<file path="src/rtl/reg_writeback_pkg.sv">
// Shared constants and types for the register writeback slice.
// Register file geometry and the writeback entry bundle.
package reg_writeback_pkg;

    localparam int REG_AW   = 5;
    localparam int XLEN     = 32;
    localparam int NUM_REGS = 32;

    localparam logic [REG_AW-1:0] ZERO_REG = '0;

    typedef struct packed {
        logic [REG_AW-1:0] rd;
        logic [XLEN-1:0]   data;
    } wb_entry_t;

    typedef enum logic [1:0] {
        SRC_NONE = 2'd0,
        SRC_LSU  = 2'd1,
        SRC_FIFO = 2'd2,
        SRC_BYP  = 2'd3
    } wb_src_e;

    function automatic logic [NUM_REGS-1:0] rd_onehot(
        input logic [REG_AW-1:0] rd
    );
        logic [NUM_REGS-1:0] m;
        m     = '0;
        m[rd] = 1'b1;
        return m;
    endfunction

endpackage

</file>
<file path="src/rtl/reg_writeback_wb_fifo.sv">
// Small synchronous FIFO buffering ALU results.
// Count is one bit wider than the pointers so full and empty differ.
module wb_fifo #(
    parameter int DEPTH = 4,
    parameter int WIDTH = 37
) (
    input  logic                     clk,
    input  logic                     rst_n,
    input  logic                     clear,
    input  logic                     push,
    input  logic                     pop,
    input  logic [WIDTH-1:0]         din,
    output logic [WIDTH-1:0]         dout,
    output logic                     full,
    output logic                     empty,
    output logic [$clog2(DEPTH):0]   count
);

    localparam int AW = $clog2(DEPTH);
    localparam logic [AW:0] FULL_CNT = (AW+1)'(DEPTH);

    logic [WIDTH-1:0] mem [DEPTH];
    logic [AW-1:0]    wr_ptr;
    logic [AW-1:0]    rd_ptr;
    logic [AW:0]      cnt;
    logic             do_push;
    logic             do_pop;

    assign empty   = (cnt == '0);
    assign full    = (cnt == FULL_CNT);
    assign count   = cnt;
    assign dout    = mem[rd_ptr];
    assign do_pop  = pop && !empty;
    assign do_push = push && (!full || do_pop);

    // Pointer and occupancy tracking; pointers wrap naturally.
    always_ff @(posedge clk or negedge rst_n) begin
        if (!rst_n) begin
            wr_ptr <= '0;
            rd_ptr <= '0;
            cnt    <= '0;
        end else if (clear) begin
            wr_ptr <= '0;
            rd_ptr <= '0;
            cnt    <= '0;
        end else begin
            if (do_push) wr_ptr <= wr_ptr + 1'b1;
            if (do_pop)  rd_ptr <= rd_ptr + 1'b1;
            unique case ({do_push, do_pop})
                2'b10:   cnt <= cnt + 1'b1;
                2'b01:   cnt <= cnt - 1'b1;
                default: cnt <= cnt;
            endcase
        end
    end

    // Storage array; contents need no reset.
    always_ff @(posedge clk) begin
        if (do_push && !clear) mem[wr_ptr] <= din;
    end

endmodule

</file>
<file path="src/rtl/reg_writeback.sv">
// Writeback arbiter: LSU > buffered ALU > ALU bypass into one
// registered write port, plus a pending-writer scoreboard.
module reg_writeback
    import reg_writeback_pkg::*;
#(
    parameter int ALU_FIFO_DEPTH = 4
) (
    input  logic                clk,
    input  logic                rst_n,
    input  logic                flush,
    input  logic                issue_valid,
    input  logic [REG_AW-1:0]   issue_rd,
    input  logic                alu_valid,
    output logic                alu_ready,
    input  logic [REG_AW-1:0]   alu_rd,
    input  logic [XLEN-1:0]     alu_data,
    input  logic                lsu_valid,
    input  logic [REG_AW-1:0]   lsu_rd,
    input  logic [XLEN-1:0]     lsu_data,
    output logic                write_enable,
    output logic [REG_AW-1:0]   write_addr,
    output logic [XLEN-1:0]     write_data,
    output logic [NUM_REGS-1:0] busy
);

    localparam int CW = $clog2(ALU_FIFO_DEPTH) + 1;

    wb_entry_t           alu_ent;
    wb_entry_t           fifo_head;
    wb_entry_t           sel_ent;
    wb_src_e             sel_src;
    logic                sel_valid;
    logic                fifo_full;
    logic                fifo_empty;
    logic [CW-1:0]       fifo_count;
    logic                fifo_push;
    logic                fifo_pop;
    logic                alu_fire;
    logic [NUM_REGS-1:0] busy_q;
    logic [NUM_REGS-1:0] clr_mask;
    logic [NUM_REGS-1:0] set_mask;
    logic [NUM_REGS-1:0] busy_next;

    assign alu_ent   = '{rd: alu_rd, data: alu_data};
    assign alu_ready = !fifo_full;
    assign alu_fire  = alu_valid && alu_ready;
    assign sel_valid = (sel_src != SRC_NONE);
    assign fifo_pop  = (sel_src == SRC_FIFO);
    assign fifo_push = alu_fire && (sel_src != SRC_BYP) && !flush;
    assign busy      = busy_q;

    wb_fifo #(
        .DEPTH (ALU_FIFO_DEPTH),
        .WIDTH ($bits(wb_entry_t))
    ) u_fifo (
        .clk   (clk),
        .rst_n (rst_n),
        .clear (flush),
        .push  (fifo_push),
        .pop   (fifo_pop),
        .din   (alu_ent),
        .dout  (fifo_head),
        .full  (fifo_full),
        .empty (fifo_empty),
        .count (fifo_count)
    );

    // Pick the single source feeding the write port this cycle.
    always_comb begin
        sel_src = SRC_NONE;
        sel_ent = '0;
        priority case (1'b1)
            lsu_valid: begin
                sel_src = SRC_LSU;
                sel_ent = '{rd: lsu_rd, data: lsu_data};
            end
            !fifo_empty: begin
                sel_src = SRC_FIFO;
                sel_ent = fifo_head;
            end
            alu_fire: begin
                sel_src = SRC_BYP;
                sel_ent = alu_ent;
            end
            default: ;
        endcase
    end

    // Scoreboard update: a new issue beats a same-cycle retire.
    always_comb begin
        clr_mask  = sel_valid ? rd_onehot(sel_ent.rd) : '0;
        set_mask  = issue_valid ? rd_onehot(issue_rd) : '0;
        busy_next = ((busy_q & ~clr_mask) | set_mask)
                  & ~rd_onehot(ZERO_REG);
    end

    // Registered write port; rd=0 results retire silently.
    always_ff @(posedge clk or negedge rst_n) begin
        if (!rst_n) begin
            write_enable <= 1'b0;
            write_addr   <= '0;
            write_data   <= '0;
        end else if (flush) begin
            write_enable <= 1'b0;
            write_addr   <= '0;
            write_data   <= '0;
        end else begin
            write_enable <= sel_valid && (sel_ent.rd != ZERO_REG);
            write_addr   <= sel_ent.rd;
            write_data   <= sel_ent.data;
        end
    end

    // Pending-writer bits.
    always_ff @(posedge clk or negedge rst_n) begin
        if (!rst_n) busy_q <= '0;
        else if (flush) busy_q <= '0;
        else busy_q <= busy_next;
    end

    // Occupancy and empty flag must agree.
    a_fifo_empty: assert property (
        @(posedge clk) disable iff (!rst_n)
        fifo_empty == (fifo_count == '0)
    );

endmodule

</file>
<file path="config.mk">
export PLATFORM = sky130hd
export DESIGN_NAME = reg_writeback
export DESIGN_NICKNAME = d
export VERILOG_FILES = /design/src/rtl/reg_writeback_pkg.sv /design/src/rtl/reg_writeback_wb_fifo.sv /design/src/rtl/reg_writeback.sv
export SDC_FILE = /design/constraint.sdc
export NUM_CORES = 1
export LEC_CHECK = 0
export BUFFER_PORTS_ARGS = -buffer_cell sky130_fd_sc_hd__buf_2
export CORE_UTILIZATION = 51
export CTS_BUF_LIST = sky130_fd_sc_hd__clkbuf_16
export DETAILED_ROUTE_END_ITERATION = 8
export MAX_ROUTING_LAYER = met4
export PLACE_DENSITY = 0.79
export SYNTH_ARGS = -nofsm -noshare
export SYNTH_HDL_FRONTEND = slang
export SYNTH_HIERARCHICAL = 1
export SYNTH_SLANG_ARGS = --single-unit
</file>
<file path="constraint.sdc">
create_clock -name clk -period 3 [get_ports clk]
set_clock_uncertainty 0.05 [all_clocks]
set_input_delay 0.6 -clock clk [delete_from_list [all_inputs] [get_ports clk]]
set_output_delay 0.6 -clock clk [all_outputs]
set_load 0.02 [all_outputs]
</file>
==> impl_metrics.yaml <==
run_status:
  status: "finished, final reports clean"
sta:
  finalMaxSlewViolations: 0
  finalCritPeriodShare_pct: 90.80
  fmaxAchievable_mhz: 367.1
  worst_slew_margin_rel_pct: 30.23
  finalHoldWorstSlack_ns: 0.08364
  setup_viol: 0
  setup_slack_ns: 0.2760
  timing.final.hold_violations: 0
  final.setup.tns_ns: 0
  rsz0062_at_grt: "false"
  worstMarginPinSlew_ns: 1.043
  final.min_clock_period_ns: 2.724
worst_setup_path:
  timing.setup.critical_path_class: "register to register"
  arrival_ns: 3.09
  timing.critical_path.required_ns: 3.36
  r2r_start: "u_fifo/count[0]"
  cp-startpoint: "u_fifo/count[0]"
  setup.worst_path.end_class: "register"
  element_type_at_the_critical_path_start: "register"
  crit_path_max_fanout: 20
layout:
  nNetsFinal: 856
  area_growth_syn_to_fin_pct: 19.33
  drive_gt1_share_pct: 34.87
  layoutNonFillerInstCount: 1009
  final_util_pct: 63.08
grt:
  via_count_of_the_first_global_routing_pass: 6287
  grt_first_pass_wirelength_microns: 34270
  antenna_violations_before_repair: 0
  gr-usage-all-layers_pct: 25.24
  final_global_route_overflow_total: 0
  maximum_number_of_pins_on_one_net_before_global_route_repair: 77
placed_design:
  dp_cells: 966
  gp_routability_congestion: 0.8761
  detailed_place_hpwl_microns: 14180
  place_worst_setup_slack_ns: 0.2493
  portBuffers: 154
logic_synthesis:
  synth_area_sq_um: 9239
  synth_enable_flop_cells: 148
  synth-compound-area-share_pct: 8.803
  postSynthRegisterBits: 224
  syn-num-nets: 688
  yosysUniqueCellTypes: 50
  synth.top_cells.by_area: "sky130_fd_sc_hd__edfxtp_1 (48%), sky130_fd_sc_hd__dfrtp_1 (21%), sky130_fd_sc_hd__mux4_2 (9.0%)"
  synth_sequential_area_ratio_pct: 68.69
  xor_xnor_share_of_the_synthesized_area_pct: 0.4740
  yosys-mux-area-fraction_pct: 9.128
  postSynthAreaPerCell_sq_um: 15.45
  synthFlopType: "sky130_fd_sc_hd__edfxtp_1"
  yosysTopAreaCellShare_pct: 48.10
  synth_top_cell_by_area: "sky130_fd_sc_hd__edfxtp_1"
  synth_most_common_cell: "sky130_fd_sc_hd__edfxtp_1"
  synthesis.yosys.warnings: 6
  post_synth_fa_ha_maj_area_fraction_pct: 0.7584
  syn_inst: 598
  synthSimpleGateAreaFrac_pct: 9.751
  async_flop_share_pct: 33.93
  synth_top_cells_by_count: "sky130_fd_sc_hd__edfxtp_1 (148), sky130_fd_sc_hd__nor2_1 (108), sky130_fd_sc_hd__dfrtp_1 (76)"
  synth_top_family_by_area: "simple AND/OR/NAND/NOR gates"
clocking:
  cts_resized: 0
  tritoncts: "built"
  cts-htree-levels: 1
  root_buffer: "sky130_fd_sc_hd__clkbuf_16"
  cts.sinks: 224
  cts_hold_buffers: 0
  postCtsSetupBuffers: 0
  clkSlewWorstSetupHoldPaths_ns: 0.06
  worst_skew_pair.late_latency_ns: 0.52
  numCtsBuffers: 23
  clockBufferDepth: 3
routing:
  firstDrtPassIters: 8
  drt-vias-per-instance: 6.113
  drt_first_iter_violations: 714
  wl_per_cell_microns: 21.87
  vias: 6168
  route.final.wire_length_microns: 22070
  drc: 0
  drt.antenna.violating_nets: 0
die:
  rows: 48
  die_width_microns: 136.6
  io_pins: 156
  initial_core_utilization_pct: 52.86
  placeableCoreArea_sq_um: 17480
  die_height_microns: 136.6
  die-area_sq_um: 18660
power_and_ir_drop:
  seq_power_share_pct: 50.1
  worst_ir_drop_vdd_mv: 0.5245
  switching_share_pct: 24.31
  power_frac_clock_pct: 39.5
  power_frac_comb_pct: 10.4
  power_density_nw_per_um2: 615.1
  leakage_nw: 4.226
  p_int_mw: 5.133
  power.net_switching_mw: 1.648
worst_hold_path:
  min-delay-path-class: "primary input to async pin"
job:
  max_cap_viol_count: 0
==> metrics by stage <==
stage | total power, mW | area, sq um
6_report | 6.781 | 11020
5_1_grt | 6.996 | 11020
4_1_cts | 6.818 | 11020
3_5_place_dp | 4.158 | 10310
3_3_place_gp | 4.130 | 10310
2_1_floorplan | 3.864 | 9244
==> layout by cell type (no fill, tap or decap), types with 23 or more instances in the layout <==
cell / count
sky130_fd_sc_hd__buf_2: 153
sky130_fd_sc_hd__edfxtp_1: 148
sky130_fd_sc_hd__nor2_1: 107
sky130_fd_sc_hd__dfrtp_1: 74
sky130_fd_sc_hd__mux4_2: 37
sky130_fd_sc_hd__nor3_1: 35
sky130_fd_sc_hd__a222oi_1: 34
sky130_fd_sc_hd__a211oi_1: 32
sky130_fd_sc_hd__buf_4: 27
sky130_fd_sc_hd__clkbuf_16: 23
==> routing by layer <==
layer	global-route usage [%]	part of all wire (%)	routed length (microns)	vias up
met5	-	0	0	-
met4	7.901	2.5	555	0
met3	3.704	8.1	1786	39
met2	40.24	49	10740	332
met1	33.76	41	8983	3095
li1	-	-	-	2702
==> state kept, by name (all words and copies together), names as in the netlist <==
signal	cells
u_fifo/count	3
u_fifo/rd_ptr	2
write_enable	1
u_fifo/wr_ptr	2
write_addr	5
u_fifo/mem	148
busy	31
write_data	32
==> critical path, stage by stage (launching register included) <==
cell,delay (ns)
sky130_fd_sc_hd__dfrtp_1,0.44
sky130_fd_sc_hd__or2_1,0.28
sky130_fd_sc_hd__nor2_1,0.22
sky130_fd_sc_hd__nor4bb_4,0.46
sky130_fd_sc_hd__buf_4,0.36
sky130_fd_sc_hd__a211o_1,0.44
sky130_fd_sc_hd__nor3_1,0.11
sky130_fd_sc_hd__a211oi_1,0.27
==> final timing paths <==
kind                                          end  slack, ns  cells after the start
worst max-delay path                     busy[18]       0.28                      7
min in group clk                u_fifo/mem[3][25]       0.27                      1
worst max register to register           busy[18]       0.28                      7
worst min register to register           busy[11]       0.51                      2
worst min-delay path               write_data[18]       0.08                      1
max in group asynchronous                 busy[1]       2.14                      2
==> power groups by stage <==
stage | logic, mW | registers [mW] | clock network, mW
after floorplan | 0.347 | 3.52 | 0
after global placement | 0.672 | 3.46 | 0
after detailed placement | 0.697 | 3.46 | 0
after CTS | 0.704 | 3.40 | 2.71
after global routing | 0.762 | 3.40 | 2.83
final | 0.706 | 3.40 | 2.68
==> cells by family (layout without fill, tap and decap cells) <==
logic type	Yosys count	after routing
xor gates and xnor gates	5	5
adders and majority gates	5	5
muxes	38	38
and+or+nand+nor	186	186
buffers and inverters	43	228
DFF	224	224
AOI/OAI and AO/OA	96	96
other	1	2
==> area by class of cell <==
class | instances | area (sq um)
Clock inverter | 19 | 137.6
Multi-Input combinational cell | 331 | 2688
Inverter | 6 | 22.52
Sequential cell | 224 | 6349
Timing Repair Buffer | 180 | 968.4
Tap cell | 225 | 281.5
Clock buffer | 23 | 575.6
Fill cell | 1275 | 6452
Antenna cell | 1 | 2.502
Note: power is estimated with default switching activity, not from simulation.
